**src/rtl/alu_pkg.sv**
```systemverilog
// Shared constants for the execute-stage ALU: default width and the fixed opcode map.
package alu_pkg;

  localparam int ALU_WIDTH = 8;

  typedef enum logic [3:0] {
    OP_ADD  = 4'b0000,
    OP_SUB  = 4'b0001,
    OP_AND  = 4'b0010,
    OP_OR   = 4'b0011,
    OP_XOR  = 4'b0100,
    OP_NOT  = 4'b0101,
    OP_INC  = 4'b0110,
    OP_DEC  = 4'b0111,
    OP_SHL  = 4'b1000,
    OP_SHR  = 4'b1001,
    OP_ROL  = 4'b1010,
    OP_CMP  = 4'b1011,
    OP_ROR  = 4'b1100,
    OP_CLR  = 4'b1101,
    OP_MOVA = 4'b1110,
    OP_MOVB = 4'b1111
  } alu_op_e;

endpackage

```
**src/rtl/alu_core.sv**
```systemverilog
// Combinational ALU datapath: a, b, op -> next result and Z/C/N flags.
// Defining ALU_SAT_EN makes ADD/SUB saturate unsigned instead of wrapping.
module alu_core
  import alu_pkg::*;
#(
  parameter int WIDTH = ALU_WIDTH
) (
  input  logic [WIDTH-1:0] a,
  input  logic [WIDTH-1:0] b,
  input  logic [3:0]       op,
  output logic [WIDTH-1:0] res,
  output logic             z,
  output logic             c,
  output logic             n
);

  localparam logic [WIDTH:0] ONE = {{WIDTH{1'b0}}, 1'b1};

  logic [WIDTH:0] sum;
  logic [WIDTH:0] diff;
  logic [WIDTH:0] inc;
  logic [WIDTH:0] dec;
  logic           cmp_mode;

  // Top bit of each extended result is the carry (add) or borrow (subtract).
  assign sum  = {1'b0, a} + {1'b0, b};
  assign diff = {1'b0, a} - {1'b0, b};
  assign inc  = {1'b0, a} + ONE;
  assign dec  = {1'b0, a} - ONE;

  always_comb begin
    res      = '0;
    c        = 1'b0;
    cmp_mode = 1'b0;
    case (op)
      OP_ADD: begin
`ifdef ALU_SAT_EN
        res = sum[WIDTH] ? {WIDTH{1'b1}} : sum[WIDTH-1:0];
`else
        res = sum[WIDTH-1:0];
`endif
        c   = sum[WIDTH];
      end
      OP_SUB: begin
`ifdef ALU_SAT_EN
        res = diff[WIDTH] ? '0 : diff[WIDTH-1:0];
`else
        res = diff[WIDTH-1:0];
`endif
        c   = diff[WIDTH];
      end
      OP_AND:  res = a & b;
      OP_OR:   res = a | b;
      OP_XOR:  res = a ^ b;
      OP_NOT:  res = ~a;
      OP_INC: begin
        res = inc[WIDTH-1:0];
        c   = inc[WIDTH];
      end
      OP_DEC: begin
        res = dec[WIDTH-1:0];
        c   = dec[WIDTH];
      end
      OP_SHL: begin
        res = {a[WIDTH-2:0], 1'b0};
        c   = a[WIDTH-1];
      end
      OP_SHR: begin
        res = {1'b0, a[WIDTH-1:1]};
        c   = a[0];
      end
      OP_ROL: begin
        res = {a[WIDTH-2:0], a[WIDTH-1]};
        c   = a[WIDTH-1];
      end
      OP_CMP: begin
        res      = diff[WIDTH-1:0];
        cmp_mode = 1'b1;
      end
      OP_ROR: begin
        res = {a[0], a[WIDTH-1:1]};
        c   = a[0];
      end
      OP_CLR:  res = '0;
      OP_MOVA: res = a;
      OP_MOVB: res = b;
      default: res = '0;
    endcase

    // CMP reports a one-hot relation instead of describing the difference.
    if (cmp_mode) begin
      z = (a == b);
      n = diff[WIDTH];
      c = (a != b) && !diff[WIDTH];
    end else begin
      z = (res == '0);
      n = res[WIDTH-1];
    end
  end

endmodule

```
**src/rtl/alu.sv**
```systemverilog
// Execute-stage ALU top: alu_core datapath feeding an enable-gated, async-reset
// result/flag register. Optional unsigned saturation via ALU_SAT_EN (in alu_core).
module alu
  import alu_pkg::*;
#(
  parameter int WIDTH = ALU_WIDTH
) (
  input  logic             clk,
  input  logic             rst_n,
  input  logic             en,
  input  logic [WIDTH-1:0] a,
  input  logic [WIDTH-1:0] b,
  input  logic [3:0]       op,
  output logic [WIDTH-1:0] out,
  output logic             z_flag,
  output logic             c_flag,
  output logic             n_flag
);

  logic [WIDTH-1:0] res_next;
  logic             z_next;
  logic             c_next;
  logic             n_next;

  alu_core #(.WIDTH(WIDTH)) u_core (
    .a   (a),
    .b   (b),
    .op  (op),
    .res (res_next),
    .z   (z_next),
    .c   (c_next),
    .n   (n_next)
  );

  always_ff @(posedge clk or negedge rst_n) begin
    if (!rst_n) begin
      out    <= '0;
      z_flag <= 1'b0;
      c_flag <= 1'b0;
      n_flag <= 1'b0;
    end else if (en) begin
      out    <= res_next;
      z_flag <= z_next;
      c_flag <= c_next;
      n_flag <= n_next;
    end
  end

endmodule

```
**config.mk**
```make
export PLATFORM = sky130hd
export DESIGN_NAME = alu
export DESIGN_NICKNAME = d
export VERILOG_FILES = /design/src/rtl/alu_pkg.sv /design/src/rtl/alu_core.sv /design/src/rtl/alu.sv
export SDC_FILE = /design/constraint.sdc
export NUM_CORES = 1
export LEC_CHECK = 0
export CORE_MARGIN = 5
export CORE_UTILIZATION = 27
export DETAILED_ROUTE_END_ITERATION = 6
export MAX_ROUTING_LAYER = met4
export REMOVE_ABC_BUFFERS = 1
export SKIP_LAST_GASP = 1
export SLEW_MARGIN = 0
export SYNTH_ARGS = -nofsm -noshare
export SYNTH_HDL_FRONTEND = slang
export SYNTH_SLANG_ARGS = --single-unit
export TNS_END_PERCENT = 5
```
**constraint.sdc**
```tcl
create_clock -name clk -period 1 [get_ports clk]
set_input_delay 0.15 -clock clk [delete_from_list [all_inputs] [get_ports clk]]
set_output_delay 0.15 -clock clk [all_outputs]
set_load 0.005 [all_outputs]
```
# After elaboration in Yosys (flattened, before gate mapping)
# Index checks and enable logic that the tools add are counted.
# op_classes
bitwise	4
eq_ne	17
addsub	4
n_mux	6
reduce_logical	7
# ops
op	n
$pmux 8 s15	1
$eq 4x4->1 const B	8
$eq 4x3->1 const B	4
$add 8x1->9 const B	1
$add 8x8->9	1
$sub 8x1->9 const B	1
$sub 8x8->9	1
$and 8x8->8	1
$eq 4x2->1 const B	2
$eq 8x8->1	1
$logic_not 8->1	1
$ne 8x8->1	1
$not 8->8	1
$or 8x8->8	1
$xor 8x8->8	1
$pmux 1 s6	1
$reduce_or 2->1	3
$eq 4x1->1 const B	1
$logic_not 4->1	1
$mux 1	4
$logic_and 1x1->1	1
$logic_not 1->1	1
# totals
reg_bits	11
input_bits	23
word_cells	42

# Depth between registers and ports, before layout
# Gate-level depths: netlist of the first run.
# depth
word_depth	5
depth_mapped	13

# Modules after synthesis
# A second synthesis of the first run with hierarchy kept.
# hier_totals
hier_cells	331
area_unflattened_um2	2561.2
# by_module_without_submodules
mod	instances	area_per_inst_um2	cells_each
alu_core	1	2113.3	308
alu	1	447.9	23

# Least setup slack after synthesis of the first run
# OpenSTA, ideal clock, no wires.
# synth_timing
path_type	input-to-reg
start	input port a[0]
end	register z_flag
setup_slack_ns	-1.411
required_time_ns	0.908
path_stages	12
arrival_ns	2.319
setup_ns	0.092
path_cell_list	clkbuf_1 inv_1 ha_1 inv_1 fa_1 nor2b_1 o31ai_1 o31a_1 a2bb2oi_1 o211a_1 a211o_1 o31ai_2
# synth_via
elab_chain_len	4
word_cells_on_any_way	12
# synth_lines
item	line	source
from (decl)	alu.sv:11	input logic [WIDTH-1:0] a,
$sub 8x8->9, or another cell as far along	alu_core.sv:27	assign diff = {1'b0, a} - {1'b0, b};
$pmux 8 s15	alu_core.sv:35	case (op)
$logic_not 8->1	alu_core.sv:96	z = (res == '0);
$mux 1 *	alu_core.sv:91	if (cmp_mode) begin
to (signal assigned)	alu.sv:43	z_flag <= z_next;
to (decl)	alu.sv:15	output logic z_flag,
# Every way passes the cells marked *; elsewhere a longest branch is shown, timed or not.
# A chain may end at the register's enable or synchronous reset.

# Worst setup path in the final report of the first run
# layout_timing
start	input port a[3]
end	register z_flag
# Same word-level chain as after synthesis.

==> impl_metrics.yaml, run 1 <==
setup_path:
  reg2reg_slack_ns: 0.21
  required_ns: 1.15
  worstRegToRegCells: 2
  endpoint_kind: "flip-flop"
  start_kind: "primary input"
  reg2reg_from: "z_flag$_DFFE_PN0P_"
  reg2reg_to: "z_flag$_DFFE_PN0P_"
  critical_path_class: "primary input to flip-flop"
  cp_max_fo: 7
  arrival_ns: 2.29
placement:
  dp_cells: 627
  io_buffers: 33
  gp_congestion: 0.970
  place_hpwl_um: 8650
global_routing:
  grt_start_max_net_pins: 14
  grt_remaining_overflow: 0
  grt_pass1_vias: 3572
  grt_use_total_pct: 19.8
  antenna_found_initial: 0
  grt_first_pass_wirelength_um: 18000
routing:
  vias: 3464
  first_pass_iters: 4
  ant_nets: 0
  initialDrtViolationCount: 238
  wl_per_cell_um: 17.2
  drc: 0
  routed_wl_um: 11400
  vias_per_cell: 5.23
cells_and_area:
  fin_nets: 585
  most-common-layout-cells: "151 x buf_4, 27 x nor2_1, 25 x a21oi_1"
  syn_to_final_growth_pct: 83.0
  instances_no_fill: 662
  antenna_cells: 0
  fillers: 921
  drive_above_1_share_pct: 48.6
  final_common_cell: "buf_4"
timing:
  rsz0062_at_grt: "true"
  final.min_clock_period_ns: 2.14
  clock_skew_ns: 0
  worst_pin_slew_ns: 0.385
  max-slew-margin-rel_pct: 74.0
  max_freq_mhz: 467
  setup_viol: 22
  finalCritPeriodShare_pct: 214
  hold_viol: 0
  layout_setup_ws_ns: -1.14
  slew_viol_final: 0
power_and_ir_drop:
  fin_total_pwr_mw: 3.38
  power_density_nw_per_um2: 715
  peakVddDrop_v: 0.000426
  p_leak_nw: 2.10
synthesis:
  seq_area_frac_synth_pct: 10.7
  ys_warn_count: 0
  synth_top_area_share_pct: 12.6
  synth_area_um2: 2580
  yosys_register_bits: 11
  syn_inst: 350
  ys.flop_type: "dfrtp_1"
  avgSynthCellArea_um2: 7.37
  synthTopCellsByArea: "ha_1 13%, dfrtp_1 11%, a21oi_1 5.2%"
  synth_edf_count: 0
  synth_top_cell_by_area: "ha_1"
  async_flop_share_pct: 100
  ys_types: 70
cts:
  path_clk_slew_ns: 0.05
  insertion_delay_ns: 0.24
  hold_buffers: 0
  htreeDepth: 1
  cts.sinks: 11
  cts_max_path_buffers: 2
  cts-root-buf: "clkbuf_8"
  tritoncts: "done"
  cts_buffers: 3
die:
  initial_utilization_pct: 27.8
  die_h_um: 108
  io_pins: 34
  rows: 35
  die_w_um: 108
  die-area_um2: 11600
  core_area_um2: 9280
hold_path:
  hold_path.class: "primary input to asynchronous set/reset pin"
status:
  outcome: "finished, violations left"
  violations: "negative setup slack"
run:
  cap_violations: 0
## state kept, by name, summed over array words and instances, names as in the netlist
register	cells
z_flag	1
out	8
c_flag	1
n_flag	1
## cell families (layout without fill, tap and decap cells)
kind of cell,Yosys count,in the layout,share of synthesized area (%)
AO/OA/AOI/OAI,126,126,35.0
XOR/XNOR,8,8,2.71
adder cells (fa/ha/maj),28,28,14.2
buffers and inverters,56,239,10.9
flip-flops,11,11,10.7
multiplexers,8,8,3.25
AND/OR/NAND/NOR,113,113,23.4
## cell type report
class	instances	area, um^2	share of cell area, %
multi-input cells	283	2440	51.7
repair buffers	205	1680	35.7
flip-flops and latches	11	275	5.83
well taps	129	161	3.42
inverters	30	118	2.49
clock buffers	4	45.0	0.954
## power breakdown
group          internal [mW]  leakage [nW]  switching, mW
Sequential             0.517         0.130         0.0364
Combinational           1.28          1.95           1.10
Clock                  0.280        0.0228          0.165
## Yosys cell counts (3+ instances only)
cell type and number:
and2_1 3, xnor2_1 6, o221ai_1 4, and3_1 6, ha_1 26, buf_6 5
o31ai_1 5, nor2b_1 8, a21oi_1 27, nand2_1 20, buf_4 7, o21a_1 3
dfrtp_1 11, nand2b_1 5, o211ai_1 3, a32oi_1 4, a211oi_1 3, o21ai_0 16
nor4_1 5, o21bai_1 7, nor3_1 11, buf_2 6, a221o_1 3, mux2i_1 5
inv_1 29, nand3_1 10, nor2_1 29, clkbuf_1 8, a31oi_1 12, o22ai_1 6
a22oi_1 5
## critical path, stage by stage
cell and delay, ns:
dlygate4sd2_1 0.27, buf_6 0.15, buf_4 0.15, and3_1 0.16, nand4_1 0.13, o311ai_1 0.13, a221oi_2 0.25, buf_4 0.16
a2bb2oi_1 0.06, o211a_1 0.22, a211o_1 0.28, o31ai_2 0.17
## timing repair
item / CTS / global route
endpoints found under the setup margin: 22 / 22
setup buffers: 21 / 9
pin swaps: 35 / 33
resized for setup: 111 / 48
cloned: 1 / 0
endpoints found under the hold margin: 0 / 0
## per-layer routing
layer	routed length, um	global-route usage [%]
met4	381	7.30
met1	4780	24.0
met2	5700	33.8
met3	547	2.22
met5	0	-
## metrics by stage
| stage | setup WS (ns) | hold slack [ns] | TNS [ns] | utilization, % | instance area [um^2] |
|---|---|---|---|---|---|
| 2_1_floorplan | -1.23 | -0.146 | -9.29 | - | 2410 |
| 3_3_place_gp | -1.98 | 0.458 | -18.43 | 42.7 | 3960 |
| 3_5_place_dp | -1.99 | 0.475 | -18.73 | 42.7 | 3960 |
| 4_1_cts | -1.25 | 0.227 | -13.82 | 48.4 | 4490 |
| 5_1_grt | -1.24 | 0.246 | -14.15 | 50.9 | 4720 |
| 6_report | -1.14 | 0.216 | -12.78 | 50.9 | 4720 |
## worst max path at each step
stage	slack (ns)	cells after the start	endpoint	from
floorplan	-1.23	11	z_flag$_DFFE_PN0P_	a[0]
global placement	-1.98	11	z_flag$_DFFE_PN0P_	a[1]
detailed placement	-1.99	13	z_flag$_DFFE_PN0P_	a[0]
CTS	-1.25	13	z_flag$_DFFE_PN0P_	a[0]
global route	-1.24	12	z_flag$_DFFE_PN0P_	a[4]
finish	-1.14	12	z_flag$_DFFE_PN0P_	a[3]
Note: power is estimated with default switching activity, not from simulation.
==> run 2: changes to the inputs <==
--- a/config.mk
+++ b/config.mk
@@ -5,6 +5,7 @@
 export SDC_FILE = /design/constraint.sdc
 export NUM_CORES = 1
 export LEC_CHECK = 0
+export CAP_MARGIN = 40
 export CORE_MARGIN = 5
 export CORE_UTILIZATION = 27
 export DETAILED_ROUTE_END_ITERATION = 6
==> results of run 2 <==
The final DEF is identical to that of run 1; final timing and power are the same.
